File: src/rtl/m_event_pkg.sv
// Shared constants and bit-counting helpers for the 8-line event encoder.
package m_event_pkg;
  localparam int N_LINES = 8;
  localparam int IDX_W   = 3;
  localparam logic [IDX_W-1:0] RR_RESET_LAST = 3'd7;

  function automatic logic [3:0] f_popcount8(input logic [7:0] v);
    logic [3:0] c;
    c = '0;
    for (int i = 0; i < 8; i++) c = c + {3'b000, v[i]};
    return c;
  endfunction

  function automatic logic f_is_onehot8(input logic [7:0] v);
    return f_popcount8(v) == 4'd1;
  endfunction
endpackage

File: src/rtl/m_rr_pick8.sv
// Combinational round-robin picker: rotate so the search start sits at bit 0,
// find the lowest set bit, then rotate the position back.
module m_rr_pick8
  import m_event_pkg::*;
(
  input  logic [N_LINES-1:0] i_req,
  input  logic [IDX_W-1:0]   i_last,
  output logic               o_any,
  output logic [IDX_W-1:0]   o_idx,
  output logic [N_LINES-1:0] o_grant
);
  logic [IDX_W-1:0]     w_start;
  logic [2*N_LINES-1:0] w_dbl;
  logic [N_LINES-1:0]   w_rot;
  logic [IDX_W-1:0]     w_pos;

  // 3-bit add wraps 7 -> 0 on its own
  assign w_start = i_last + IDX_W'(1);
  assign w_dbl   = {i_req, i_req} >> w_start;
  assign w_rot   = w_dbl[N_LINES-1:0];

  always_comb begin
    w_pos = '0;
    for (int i = N_LINES - 1; i >= 0; i--) begin
      if (w_rot[i]) w_pos = IDX_W'(i);
    end
  end

  assign o_any   = |i_req;
  assign o_idx   = w_pos + w_start;
  assign o_grant = o_any ? (N_LINES'(1) << o_idx) : '0;
endmodule

File: src/rtl/m_8x3_event_encoder.sv
// Captures one-hot decoder events into a pending set and drains them one at a
// time as a 3-bit index over a valid/ready slot with round-robin fairness.
module m_8x3_event_encoder
  import m_event_pkg::*;
(
  input  logic               clk,
  input  logic               reset,
  input  logic [N_LINES-1:0] in_line,
  input  logic               in_valid,
  output logic [IDX_W-1:0]   out_idx,
  output logic               out_valid,
  input  logic               out_ready,
  input  logic               err_clr,
  output logic [N_LINES-1:0] pending,
  output logic               onehot_err,
  output logic               overflow
);
  logic [N_LINES-1:0] r_pending;
  logic [IDX_W-1:0]   r_idx;
  logic [IDX_W-1:0]   r_last;
  logic               r_valid;
  logic               r_onehot_err;
  logic               r_overflow;

  logic [N_LINES-1:0] w_cap;
  logic [N_LINES-1:0] w_cand;
  logic               w_slot_free;
  logic               w_new_oh;
  logic               w_new_ov;
  logic               w_any;
  logic [IDX_W-1:0]   w_idx;
  logic [N_LINES-1:0] w_grant;

  assign w_cap       = in_valid ? in_line : '0;
  // Captured lines bypass straight into the arbitration so a free slot loads on the same edge
  assign w_cand      = r_pending | w_cap;
  assign w_slot_free = !r_valid || out_ready;
  assign w_new_oh    = in_valid && !f_is_onehot8(in_line);
  assign w_new_ov    = |(w_cap & r_pending);

  m_rr_pick8 u_pick (
    .i_req   (w_cand),
    .i_last  (r_last),
    .o_any   (w_any),
    .o_idx   (w_idx),
    .o_grant (w_grant)
  );

  always_ff @(posedge clk) begin
    if (reset) begin
      r_pending    <= '0;
      r_idx        <= '0;
      r_last       <= RR_RESET_LAST;
      r_valid      <= 1'b0;
      r_onehot_err <= 1'b0;
      r_overflow   <= 1'b0;
    end else begin
      // A fresh error in the clearing cycle still sets the bit
      r_onehot_err <= (r_onehot_err && !err_clr) || w_new_oh;
      r_overflow   <= (r_overflow && !err_clr) || w_new_ov;
      if (w_slot_free) begin
        r_valid   <= w_any;
        r_pending <= w_cand & ~w_grant;
        if (w_any) begin
          r_idx  <= w_idx;
          r_last <= w_idx;
        end
      end else begin
        r_pending <= w_cand;
      end
    end
  end

  assign out_idx    = r_idx;
  assign out_valid  = r_valid;
  assign pending    = r_pending;
  assign onehot_err = r_onehot_err;
  assign overflow   = r_overflow;
endmodule

File: config.mk
export PLATFORM = sky130hd
export DESIGN_NAME = m_8x3_event_encoder
export DESIGN_NICKNAME = d
export VERILOG_FILES = /design/src/rtl/m_event_pkg.sv /design/src/rtl/m_rr_pick8.sv /design/src/rtl/m_8x3_event_encoder.sv
export SDC_FILE = /design/constraint.sdc
export NUM_CORES = 1
export LEC_CHECK = 0
export CAP_MARGIN = 15
export CORE_ASPECT_RATIO = 0.8
export CORE_MARGIN = 4
export CORE_UTILIZATION = 45
export DETAILED_ROUTE_END_ITERATION = 8
export HOLD_SLACK_MARGIN = 0.05
export PLACE_DENSITY = 0.73
export SLEW_MARGIN = 25
export SYNTH_ARGS = -nofsm -noshare
export SYNTH_HDL_FRONTEND = slang
export SYNTH_SLANG_ARGS = --single-unit
File: constraint.sdc
create_clock -name clk -period 7 [get_ports clk]
set_input_delay 1.05 -clock clk [delete_from_list [all_inputs] [get_ports clk]]
set_output_delay 1.05 -clock clk [all_outputs]
set_load 0.02 [all_outputs]
==> flow_summary_export.csv <==
group,metric,value,unit
global_route,grt_pass1_wl,7720,um
critical_path,cp.arrival,5.31,ns
routing,drtIter0Drc,337,
clock_network,path_clk_slew,0.06,ns
yosys,synth_seq_cells,17,
yosys,synth_common_cells,"a2111oi_0, a21oi_1, dfxtp_1",
cells_and_area,fillCellCount,336,
cells_and_area,diodes,0,
floorplanning,fp.dieW,77.5,um
yosys,synth_area_per_cell,8.60,um2
cells_and_area,syn_to_final_growth,14.4,%
yosys,synthArstFlopShare,0,
sta,fin_crit_sh,0.742,
sta,clock.fmax,192,MHz
sta,fin_crit,5.19,ns
routing,vias,1735,
sta,slew_viol_final,0,
clock_network,h-tree-depth,1,
yosys,ys.flop_type,"dfxtp_1",
clock_network,clkSinkCount,17,
yosys,synth_cells,202,
global_route,grt_max_degree,44,
floorplanning,fp.dieH,63.6,um
yosys,syn_nets,225,
sta,slew_headroom,0.508,
floorplanning,die-area,0.00493,mm2
floorplanning,io_pins,27,
sta,grt_setup_unrepaired,"no",
critical_path,critPathKind,"in -> reg",
routing,drtPass1Iterations,4,
sta,skew,0.00294,ns
placed_design,hpwl,3460,um
yosys,seq_area_frac_synth,0.196,
placed_design,gp_congestion,0.916,
yosys,synth_top_area_cell,"dfxtp_1",
clock_network,cts_hold_buf,0,
yosys,yosysWarnings,0,
global_route,grtUsageTotal,0.190,
yosys,synth_edf_count,0,
run,maxCapViolCount,0,
clock_network,clockRootBuffer,"clkbuf_8",
global_route,first_global_vias,1564,
floorplanning,start_util,0.487,
global_route,antenna_found_initial,0,
sta,tightest_slew,0.736,ns
yosys,synth_area_leaders,"dfxtp_1, a2111oi_0, a21oi_1",
yosys,yosysTopAreaCellShare,0.196,
critical_path,critPathCaptureType,"register",
routing,vias_per_cell,6.72,
clock_network,cts_made_buffers,3,
sta,hold_viol,0,
hold_path,hp-class,"reg -> reg",
routing,antenna_left,0,
floorplanning,num_rows,19,
clock_network,tritoncts,"yes",
global_route,overflow,0,
sta,finalSetupViolCount,0,
clock_network,clk_latency,0.25,ns
routing,drcViolationCount,0,
routing,routedWlPerCell,18.2,um
clock_network,cts_resized,0,
critical_path,critPathMaxFanout,19,
clock_network,cts_buffer_depth,2,
routing,drt_wl_total,4690,um
yosys,synth.distinct_cells,44,
cells_and_area,final_layout_size_suffix_gt1_frac,0.106,
placed_design,io_buffers,26,
clock_network,cts_setup_buffers,0,
critical_path,cp.required,7.11,ns
critical_path,start_kind,"input port",
outcome,outcome,"completed",
cells_and_area,final_net_count,240,
yosys,synth_area,0.00174,mm2
floorplanning,core-area,0.00357,mm2
sta,tns,0,ns
-- final cells by class --
cell class | instances | area (um2) | share of cell area
clock buffer | 3 | 41.3 | 0.0208
clock inverter | 1 | 5.00 | 0.00252
inverter | 11 | 41.3 | 0.0208
multi-input combinational | 157 | 1240 | 0.624
sequential | 17 | 340 | 0.171
tap | 42 | 52.6 | 0.0264
timing repair buffer | 27 | 268 | 0.135
-- cells by family (layout without fill, tap and decap cells) --
family / after synthesis / in the layout / synth area share
fa+ha+maj: 10 / 10 / 0.0936
xor+xnor: 4 / 4 / 0.0245
flops: 17 / 17 / 0.196
compound gates: 78 / 78 / 0.330
buf+inv: 28 / 42 / 0.0950
simple gates: 63 / 63 / 0.235
mux: 2 / 2 / 0.0259
-- metrics by stage --
step | instance area [um2] | hold slack, ns | setup slack, ns | utilization | std cells
2_1_floorplan | 1740 | 0.469 | 2.78 | - | 202
3_3_place_gp | 1930 | 0.442 | 1.69 | 0.542 | 254
3_5_place_dp | 1930 | 0.447 | 1.57 | 0.542 | 254
4_1_cts | 1980 | 0.456 | 1.83 | 0.555 | 258
5_1_grt | 1990 | 0.498 | 1.51 | 0.558 | 258
6_report | 1990 | 0.451 | 1.81 | 0.558 | 258
-- placed cells by master (no fill, tap or decap), drive strengths merged, types with 5 or more instances in the layout --
cell type / count
a21oi: 27
clkdlybuf4s50: 26
a2111oi: 24
dfxtp: 17
nor4: 17
inv: 11
a211oi: 9
nand2: 8
nor3: 8
nor2: 5
fa: 5
ha: 5
nand4: 5
-- worst paths after layout --
kind | startpoint | endpoint | slack (ns) | depth (start not counted)
worst min-delay path | out_idx[0]$_SDFFE_PP0P_ | out_idx[0]$_SDFFE_PP0P_ | 0.45 | 2
worst max-delay path | in_valid | pending[2]$_SDFF_PP0_ | 1.81 | 13
worst min register to register | out_idx[0]$_SDFFE_PP0P_ | out_idx[0]$_SDFFE_PP0P_ | 0.45 | 2
worst max register to register | r_last[0]$_SDFFE_PP1P_ | pending[2]$_SDFF_PP0_ | 2.47 | 14
-- metal layers --
layer / global-route usage / vias up / wire (um) / part of all wire
met5: 0 / - / 0 / 0
met1: 0.289 / 829 / 2350 / 0.50
met2: 0.274 / 64 / 1980 / 0.42
li1: - / 840 / - / -
met3: 0.0385 / 2 / 346 / 0.074
met4: 0.0333 / 0 / 11 / 0.0023
-- registers in the layout, indices dropped and copies added, names as in the netlist --
register	count
overflow	1
onehot_err	1
pending	8
r_last	3
out_idx	3
out_valid	1
-- critical path, cell delays in order --
cell and delay, ns:
clkdlybuf4s50_1 0.95, a21oi_1 0.31, a2111oi_0 0.62, nor4_2 0.14, nand2b_1 0.19, a21bo_2 0.23, a211oi_1 0.23, ha_1 0.19
inv_1 0.05, fa_1 0.56, or4_1 0.56, nor3_1 0.16, nor4_1 0.07
Power is left out: the tool's default activity adds up to more than one toggle a clock period on the data nets, which glitch-free logic cannot reach.
